$ cat src/rtl/jtframe_frame_mon_pkg.sv
// Shared types for the frame monitor and its harness consumers.
// Holds the dump FSM encoding and the frame-count width.
package jtframe_frame_mon_pkg;

  localparam int FCW = 32;

  typedef enum logic [1:0] {
    WAIT_DL = 2'd0,
    ARMED   = 2'd1,
    DUMPING = 2'd2,
    DONE    = 2'd3
  } fsm_t;

endpackage

$ cat src/rtl/jtframe_vs_period.sv
// Vertical sync falling-edge detector and frame-period meter.
// Falls are masked while a ROM download is in progress.
module jtframe_vs_period #(
  parameter int PW = 24
) (
  input  logic          clk,
  input  logic          rst,
  input  logic          vs,
  input  logic          downloading,
  output logic          fall,
  output logic          vs_fall,
  output logic [PW-1:0] period,
  output logic          period_ok
);

  logic          vs_l;
  logic          seen;
  logic [PW-1:0] cnt;
  logic          sat;

  assign sat  = &cnt;
  assign fall = vs_l & ~vs & ~downloading;

  always_ff @(posedge clk) begin
    if (rst) begin
      vs_l      <= 1'b1;
      vs_fall   <= 1'b0;
      cnt       <= '0;
      period    <= '0;
      period_ok <= 1'b0;
      seen      <= 1'b0;
    end else begin
      vs_l    <= vs;
      vs_fall <= fall;
      if (downloading) begin
        cnt       <= '0;
        period_ok <= 1'b0;
        seen      <= 1'b0;
      end else if (fall) begin
        // A saturated count is reported as all-ones, never trusted.
        cnt       <= '0;
        period    <= sat ? '1 : cnt + 1'b1;
        period_ok <= seen & ~sat;
        seen      <= 1'b1;
      end else begin
        if (!sat) cnt <= cnt + 1'b1;
        if (sat) period_ok <= 1'b0;
      end
    end
  end

endmodule

$ cat src/rtl/jtframe_frame_mon.sv
// Frame counter and dump-window FSM driven by vertical sync.
// Window opens at frame START and closes LEN frames later.
module jtframe_frame_mon
  import jtframe_frame_mon_pkg::*;
#(
  parameter logic [31:0] START = 32'd0,
  parameter logic [31:0] LEN   = 32'd0,
  parameter int          PW    = 24
) (
  input  logic           rst,
  input  logic           clk,
  input  logic           vs,
  input  logic           downloading,
  output logic           vs_fall,
  output logic [FCW-1:0] frame_cnt,
  output logic           dump_en,
  output logic           dump_start,
  output logic           dump_stop,
  output logic [PW-1:0]  period,
  output logic           period_ok
);

  localparam logic [FCW-1:0] STOP_AT = START + LEN;

  fsm_t           state;
  logic           fall;
  logic [FCW-1:0] nxt_cnt;

  assign nxt_cnt = frame_cnt + 1'b1;

  jtframe_vs_period #(
    .PW (PW)
  ) u_period (
    .clk         (clk),
    .rst         (rst),
    .vs          (vs),
    .downloading (downloading),
    .fall        (fall),
    .vs_fall     (vs_fall),
    .period      (period),
    .period_ok   (period_ok)
  );

  always_ff @(posedge clk) begin
    if (rst) begin
      state      <= WAIT_DL;
      frame_cnt  <= '0;
      dump_en    <= 1'b0;
      dump_start <= 1'b0;
      dump_stop  <= 1'b0;
    end else begin
      dump_start <= 1'b0;
      dump_stop  <= 1'b0;
      if (downloading) begin
        frame_cnt <= '0;
        state     <= WAIT_DL;
        dump_en   <= 1'b0;
        dump_stop <= (state == DUMPING);
      end else begin
        if (fall) frame_cnt <= nxt_cnt;
        unique case (state)
          WAIT_DL: begin
            // START = 0 opens without waiting for a frame
            if (START == '0) begin
              state      <= DUMPING;
              dump_en    <= 1'b1;
              dump_start <= 1'b1;
            end else begin
              state <= ARMED;
            end
          end
          ARMED: begin
            if (fall && nxt_cnt == START) begin
              state      <= DUMPING;
              dump_en    <= 1'b1;
              dump_start <= 1'b1;
            end
          end
          DUMPING: begin
            if (fall && LEN != '0 && nxt_cnt == STOP_AT) begin
              state     <= DONE;
              dump_en   <= 1'b0;
              dump_stop <= 1'b1;
            end
          end
          DONE: begin
            state <= DONE;
          end
          default: state <= WAIT_DL;
        endcase
      end
    end
  end

endmodule

$ cat config.mk
export PLATFORM = sky130hd
export DESIGN_NAME = jtframe_frame_mon
export DESIGN_NICKNAME = d
export VERILOG_FILES = /design/src/rtl/jtframe_frame_mon_pkg.sv /design/src/rtl/jtframe_vs_period.sv /design/src/rtl/jtframe_frame_mon.sv
export SDC_FILE = /design/constraint.sdc
export NUM_CORES = 1
export LEC_CHECK = 0
export CAP_MARGIN = 20
export CORE_MARGIN = 2
export CORE_UTILIZATION = 51
export DETAILED_ROUTE_END_ITERATION = 8
export PLACE_DENSITY = 0.77
export SLEW_MARGIN = 25
export SYNTH_ARGS = -nofsm -noshare
export SYNTH_HDL_FRONTEND = slang
export SYNTH_SLANG_ARGS = --single-unit
$ cat constraint.sdc
create_clock -name clk -period 3.7 [get_ports clk]
set_input_delay 0.74 -clock clk [delete_from_list [all_inputs] [get_ports clk]]
set_output_delay 0.74 -clock clk [all_outputs]
set_load 0.01 [all_outputs]
After elaboration in Yosys (flattened, before gate mapping) --
Index checks and enable logic that the tools add are counted.
Storage, ports and cells: bits in registers 89, input bits 4, output and inout bits 61, logic and storage cells 45
Cells by class: add/sub/neg operators 2, equality and inequality tests 4, mux-type cells 9, bitwise logic cells 6, reduce and logical (&&, ||, !) cells 13
Operators by type and width (number):
- $add A32 B1 Y32 const B | 1
- $logic_not A32 Y1 | 1
- $add A24 B1 Y24 const B | 1
- $mux W24 | 1
- $reduce_and A24 Y1 | 1
- $pmux W2 S3 | 1
- $reduce_and A2 Y1 | 3
- $eq A2 B2 Y1 const B | 2
- $mux W1 | 4
- $pmux W1 S2 | 2
- $reduce_bool A2 Y1 | 2
- $reduce_or A2 Y1 | 2
- $and A1 B1 Y1 | 3
- $not A1 Y1 | 3
- $reduce_bool A3 Y1 | 1
- $reduce_or A3 Y1 | 1
- $eq A2 B1 Y1 const B | 1
- $logic_not A2 Y1 | 1
- $mux W2 | 1
- $ne A2 B2 Y1 const B | 1
- $logic_and A1 B1 Y1 | 1

Depth between registers and ports, before layout --
Gate-level depths: netlist of run 1.
depth in word-level cells 6, depth in mapped cells 10

Modules after synthesis --
From an unflattened synthesis of run 1, not the netlist that was laid out.
Unflattened totals: cells, all modules 526, area total of the unflattened synthesis 4576.9 um2
By module, submodules not included:
- jtframe_frame_mon | instances 1, cells each 279, area an instance 2362.3 um2, sequential area each 740.7 um2
- jtframe_vs_period | instances 1, cells each 247, area an instance 2214.6 um2, sequential area each 1041.0 um2

Worst setup path after synthesis of run 1 --
OpenSTA, ideal clock, no wires.
kind register to register, start point register frame_cnt[0], end point register state[0], library setup time 0.116 ns, data arrival time 2.751 ns, data required time 3.584 ns, slack 0.833 ns, stages on the path, launching flop included 11, buffers on the path 2, clock period less this slack 2.867 ns, cell sequence dfxtp_1 ha_1 buf_2 nand4_1 or4_1 buf_2 a2111oi_4 a2bb2oi_2 nand4b_1 or4b_1 o211a_1
Between the ends: cells in the longest elaborated chain, start to end 5
Ends and longest elaborated chain:
- from (decl) | RTL line jtframe_frame_mon.sv:15 | output logic [FCW-1:0] frame_cnt,
- from (signal assigned) | RTL line jtframe_frame_mon.sv:60 | if (fall) frame_cnt <= nxt_cnt;
- $add A32 B1 Y32 | RTL line jtframe_frame_mon.sv:29 | assign nxt_cnt = frame_cnt + 1'b1;
- $logic_not A32 Y1
- $logic_and A1 B1 Y1 | RTL line jtframe_frame_mon.sv:73 | if (fall && nxt_cnt == START) begin
- $ne A2 B2 Y1 (no source line)
- $reduce_and A2 Y1 (no source line)
- to (signal assigned) | RTL line jtframe_frame_mon.sv:69 | state <= ARMED;
- to (signal assigned) | RTL line jtframe_frame_mon.sv:74 | state <= DUMPING;
- to (signal assigned) | RTL line jtframe_frame_mon.sv:81 | state <= DONE;
- to (decl) | RTL line jtframe_frame_mon.sv:25 | fsm_t state;
No other way between the ends. A chain may end at the register's enable or synchronous reset.

Final worst setup path of run 1 --
Same ends and word-level chain as after synthesis.

==> metrics.txt, run 1 <==
largest net degree at the start of global routing=38; total clock sinks=89; worst min-delay path class=flip-flop to flip-flop; synthesized area per cell=8.19 um2; YS warnings=0; max-cap violation count=0; Slew @ Worst Pin=about 0.85 ns; Worst-Skew Late Latency=0.38 ns; Nets=593; Post-synth EDFFs=0; hold worst-path end=u_period.period[23]; clock buffer depth=2; grt total ovfl=0; fillers=777; TritonCTS clock tree=done; port bufs=64; vias in the first global route=about 3800; hold_buf cts=0; Worst R2R Path Depth=8; Setup TNS Final=0 ns; Synth Cell Area=4490 um2; final worst-path setup slack=0.504 ns; Final Max Tran Viols=0; H-tree levels=3; Synth async-reset ratio=0; drt drc=0; GRT Total Usage=0.223; Initial Util=0.520; # resized after CTS=0; detailed placement HPWL=7310 um; largest area contributor in the netlist=dfxtp_1; unrepaired setup endpoints after global routing=no; Final Hold Fails=0; Worst EP arrival=3.47 ns; Worst-path clk slew=~0.11 ns; Synth top cells by count=nor2_1, dfxtp_1, nand2_1; P per Cell Area=336 nW/um2; DP Worst Slack=0.567 ns; min cycle time layout=3.20 ns; prevailing post-synth register cell=dfxtp_1; RR Endpoint=state[0]; Core Util, Final=0.616; Post-Route WL=10300 um; Die W=97.8 um; fin crit share=0.864; share of layout cells above drive strength 1=0.0626; Final setup viols=0; Chip Height=97.8 um; core area=8640 um2; top post-synthesis cells by area=dfxtp_1, nor2_1, xnor2_1; Clock Tree Root=clkbuf_8; 1st-iter DRT viols=195; CP Launch Type=flip-flop; Die ar.=9570 um2; post-CTS setup buffer count=0; routed wire length per instance=between 10 and 15 um; placer congestion estimate=a little under 0.9; Yosys reg bits=89; Clock Skew=0.0149 ns; site row count=34; crit path max fanout=8; Worst setup EP type=flip-flop; syn_nets=around 560; Num CTS Buffers=9; Area growth syn-to-layout=18.5%; post-synthesis cell type count=54; hold path startpoint=u_period.period[23]; vias per std cell=5.71; DRT antenna net count=0; most frequent cell after synthesis=nor2_1; required time worst endpoint=3.98 ns; Post-Synthesis Cells=around 550; status=finished clean; reg2reg start=frame_cnt[0]; # IOs=65; Vias=3988; Diodes inserted=0; worst rel slew slack=0.429; initial antenna violation count=0; drt pass-1 iters=5; Total Power=1.79 mW; Max Fclk=313 MHz; Pleak=1.82 nW; setup slack, reg-to-reg=about 0.5 ns; Yosys top cell area share=0.397; sequential area share after synthesis=0.397; first-pass GRT wire length=about 18000 um; hold path depth=2; CP Class=flip-flop to flip-flop; Peak VDD IR=roughly 310 uV
[placed cells by master, fill, tap and decap left out, drive strengths merged, types with 7 or more instances in the layout]
master,netlist,layout
nor2,121,121
dfxtp,89,89
clkdlybuf4s50,0,64
nand2,35,35
xnor2,33,33
xor2,29,29
nand3,26,26
nand4,21,21
a211oi,20,20
nor3,18,18
and3,13,13
nor4,11,11
inv,7,11
clkbuf,21,9
and4,7,7
buf,23,7
[critical path, stage by stage (launching register included)]
cell       delay, ns
dfxtp_1         0.48
ha_1            0.40
nand4_1         0.20
or4_1           0.65
a2111oi_4       0.28
a2bb2oi_2       0.15
nand4b_1        0.11
or4b_1          0.58
o211a_1         0.24
[kinds of logic (layout without fill, tap and decap cells)]
kind of cell             Yosys count  in the layout  synth area share
AND/OR/NAND/NOR                  277            277             0.303
flip-flops                        89             89             0.397
AO/OA/AOI/OAI                     62             62             0.109
XOR/XNOR                          62             62             0.121
buffers and inverters             51             94            0.0530
multiplexers                       4              4           0.00892
adder cells (fa/ha/maj)            3              3           0.00836
[worst max path at each step]
stage                     endpoint  cells past startpoint  slack, ns          from
after floorplan           state[0]                     10       0.83  frame_cnt[0]
after global routing      state[0]                      8       0.36  frame_cnt[0]
after global placement    state[0]                      8       0.70  frame_cnt[0]
after detailed placement  state[0]                      8       0.57  frame_cnt[0]
final                     state[0]                      8       0.50  frame_cnt[0]
after CTS                 state[0]                      8       0.52  frame_cnt[0]
[layer usage]
layer  global-route usage  vias to the layer above  part of all wire
li1                     -                     1982                 -
met1                0.279                     1877              0.44
met2                0.375                      107              0.49
met3               0.0415                       22             0.052
met4               0.0972                        0             0.023
met5                    0                        -                 0
[metrics by stage]
stage / hold slack [ns] / cell area (um2) / instances
after floorplan: 0.440 / 4490 / 548
after global placement: 0.451 / 5110 / 683
after detailed placement: 0.455 / 5110 / 683
after CTS: 0.470 / 5320 / 699
after global routing: 0.514 / 5320 / 699
final: 0.468 / 5320 / 699
[power breakdown]
group / total [mW] / switching [mW] / internal [mW]
clock: 0.695 / 0.421 / 0.273
combinational: 0.105 / 0.0560 / 0.0488
sequential: 0.987 / 0.0109 / 0.976
total: 1.79 / 0.488 / 1.30
[layout make-up]
cell class / instances / area (um2) / share of cell area
tap: 108 / 135 / 0.0254
inverter: 7 / 26.3 / 0.00494
timing repair buffer: 71 / 693 / 0.130
multi-input combinational: 408 / 2480 / 0.466
clock buffer: 9 / 124 / 0.0233
sequential: 89 / 1780 / 0.335
clock inverter: 7 / 83.8 / 0.0158
[flip-flops by register name, indices dropped and copies added, names as in the netlist]
name,count
dump_en,1
u_period.period_ok,1
dump_stop,1
u_period.vs_l,1
u_period.cnt,24
u_period.seen,1
u_period.vs_fall,1
frame_cnt,32
dump_start,1
u_period.period,24
state,2
(Power assumes the default switching activity.)
==> run 2, diff against run 1 <==
--- a/config.mk
+++ b/config.mk
@@ -9,8 +9,9 @@
 export CORE_MARGIN = 2
 export CORE_UTILIZATION = 51
 export DETAILED_ROUTE_END_ITERATION = 8
-export PLACE_DENSITY = 0.77
+export PLACE_DENSITY = 0.76
 export SLEW_MARGIN = 25
 export SYNTH_ARGS = -nofsm -noshare
 export SYNTH_HDL_FRONTEND = slang
+export SYNTH_HIERARCHICAL = 1
 export SYNTH_SLANG_ARGS = --single-unit
==> metrics.txt, run 2 <==
status=finished clean; Max Fclk=376 MHz (+20%); P per Cell Area=360 nW/um2 (+7.3%); placer congestion estimate=0.878 (-1.3%); Post-Route WL=10500 um (+1.8%); Worst EP arrival=2.87 ns (-0.60 ns); drt drc=0 (unchanged); Clock Tree Root=clkbuf_8; required time worst endpoint=3.91 ns (-0.07 ns); # IOs=65 (unchanged); Slew @ Worst Pin=0.874 ns (+0.0199 ns); Biggest register=frame_cnt; vias in the first global route=3708 (-3.0%); grt total ovfl=0 (unchanged); Clock Skew=0.00819 ns (-0.00676 ns); first-pass GRT wire length=17500 um (-0.94%); CP Launch Type=primary input; post-CTS setup buffer count=0 (unchanged); worst min-delay path class=flip-flop to flip-flop; site row count=34 (unchanged); Sequential cell area=1780 um2 (unchanged); routed wire length per instance=15.4 um (+4.5%); share of layout cells above drive strength 1=0.0960 (+0.0334); Synth Cell Area=4580 um2 (+2.0%); Worst-path clk slew=0.09 ns (-0.02 ns); most frequent cell after synthesis=nor2_1; Nets=574 (-3.2%); core area=8720 um2 (+0.99%); DRT antenna net count=0 (unchanged); 1st-iter DRT viols=147 (-25%); max reg flops=32 (unchanged); Synth async-reset ratio=0 (unchanged); # resized after CTS=0 (unchanged); switch share=0.221 (-0.0524); Diodes inserted=0 (unchanged); Final setup viols=0 (unchanged); Num CTS Buffers=9 (unchanged); Final Max Tran Viols=0 (unchanged); Synth top cells by count=nor2_1, dfxtp_1, xor2_1; Chip Height=98.7 um (+0.93%); clock network fraction of design power=0.437 (+0.048); largest area contributor in the netlist=dfxtp_1; syn_nets=532 (-4.1%); CP Class=primary input to flip-flop; initial antenna violation count=0 (unchanged); largest net degree at the start of global routing=44 (+16%); fin crit share=0.718 (-0.146); clock buffer depth=2 (unchanged); max-cap violation count=0 (unchanged); prevailing post-synth register cell=dfxtp_1; Multi-input gate area=2550 um2 (+3.1%); Setup TNS Final=0 ns (unchanged); DP Area=5150 um2 (+0.78%); Worst-Skew Late Latency=0.36 ns (-0.02 ns); most frequent cells in the layout=nor2_1, dfxtp_1, clkdlybuf4s50_1; Core Util, Final=0.621 (+0.00475); Post-Synthesis Cells=526 (-4.0%); YS warnings=6 (+6); worst rel slew slack=0.416 (-0.0133); logic gate share of total power=0.056 (-0.003); commonest non-fill, non-tap cell in the layout=nor2_1; Final Hold Fails=0 (unchanged); crit path max fanout=7 (-1); Yosys reg bits=89 (unchanged); unrepaired setup endpoints after global routing=no; fillers=728 (-6.3%); Post-synth EDFFs=0 (unchanged); Die W=98.7 um (+0.93%); Final Cell Area=5420 um2 (+1.8%); Initial Util=0.525 (+0.00497); Yosys top cell area share=0.389 (-0.00759); vias per std cell=5.88 (+3.1%); GRT Total Usage=0.218 (-0.00500); internal power=1.52 mW (+17%); detailed placement HPWL=7440 um (+1.9%); Largest regs=frame_cnt (32), u_period/cnt (24), u_period/period (24); synthesized area per cell=8.70 um2 (+6.2%); Vias=4006 (+0.45%); Psw=0.431 mW (-12%); min cycle time layout=2.66 ns (-0.539 ns); port bufs=64 (unchanged); Peak VDD IR=163 uV (-47%); top post-synthesis cells by area=dfxtp_1, nor2_1, xor2_1; sequential area share after synthesis=0.389 (-0.00759); total clock sinks=89 (unchanged); Area growth syn-to-layout=18.3%; Die ar.=9750 um2 (+1.9%); post-synthesis cell type count=59 (+9.3%); H-tree levels=3 (unchanged); Worst setup EP type=flip-flop; sequential share of power=0.507 (-0.045); drt pass-1 iters=5 (unchanged); hold_buf cts=0 (unchanged); Pleak=1.92 nW (+5.3%); TritonCTS clock tree=done
-- run 2: cell types whose count changed after synthesis, moves of 4 or more --
cell      before  now
nor2_1       121  102
xnor2_1       33   26
a211oi_2       0    9
a21oi_1        6   14
buf_2         13    5
buf_6          1    7
buf_4          6    2
nand4_1       19   24
nand2_1       35   27
a31oi_1        3    8
-- run 2: critical path, cell delays in order --
cell	delay (ns)
clkdlybuf4s50_1	0.41
nand2b_1	0.21
or2_2	0.38
clkinv_1	0.15
nand3_1	0.08
a21oi_1	0.13
nand2_1	0.09
nor4b_1	0.40
and3_1	0.22
a211oi_1	0.07
-- run 2: cell families after synthesis --
logic type | Yosys count | synth area share
compound gates | 72 | 0.122
xor+xnor | 57 | 0.111
fa+ha+maj | 2 | 0.00547
buf+inv | 41 | 0.0525
flops | 89 | 0.389
mux | 6 | 0.0159
simple gates | 259 | 0.305
-- run 2: final cells by class --
| cell class | instances | share of cell area |
|---|---|---|
| repair buffers | 67 | 0.122 |
| flip-flops and latches | 89 | 0.329 |
| clock buffers | 11 | 0.0280 |
| clock inverters | 5 | 0.0203 |
| inverters | 5 | 0.00347 |
| well taps | 108 | 0.0250 |
| multi-input cells | 396 | 0.472 |
-- run 2: layer usage --
metal,part of all wire,track usage
met4,0.011,0.0748
met3,0.044,0.0418
met5,0,0
met2,0.50,0.367
met1,0.44,0.280
-- run 2: final timing paths --
| check | start | end | slack [ns] | cells past startpoint |
|---|---|---|---|---|
| max | vs | state[0] | 1.04 | 10 |
| min | state[1] | dump_start | 0.43 | 1 |
| max reg2reg | frame_cnt[0] | state[0] | 1.06 | 8 |
| min reg2reg | state[1] | dump_start | 0.43 | 1 |
-- run 2: power by group through the flow --
stage | clock network [mW] | registers (mW) | logic, mW
2_1_floorplan | 0 | 1.02 | 0.0545
3_3_place_gp | 0 | 1.01 | 0.108
3_5_place_dp | 0 | 1.01 | 0.111
4_1_cts | 0.861 | 0.988 | 0.111
5_1_grt | 0.909 | 0.991 | 0.120
6_report | 0.853 | 0.988 | 0.109
-- run 2: metrics by stage --
stage / hold WS, ns / std cells / total power [mW] / setup slack, ns
after floorplan: 0.398 / 526 / 1.07 / 0.822
after global placement: 0.410 / 665 / 1.12 / 0.744
after detailed placement: 0.419 / 665 / 1.12 / 0.685
after CTS: 0.430 / 681 / 1.96 / 1.05
after global routing: 0.448 / 681 / 2.02 / 0.847
final: 0.432 / 681 / 1.95 / 1.04
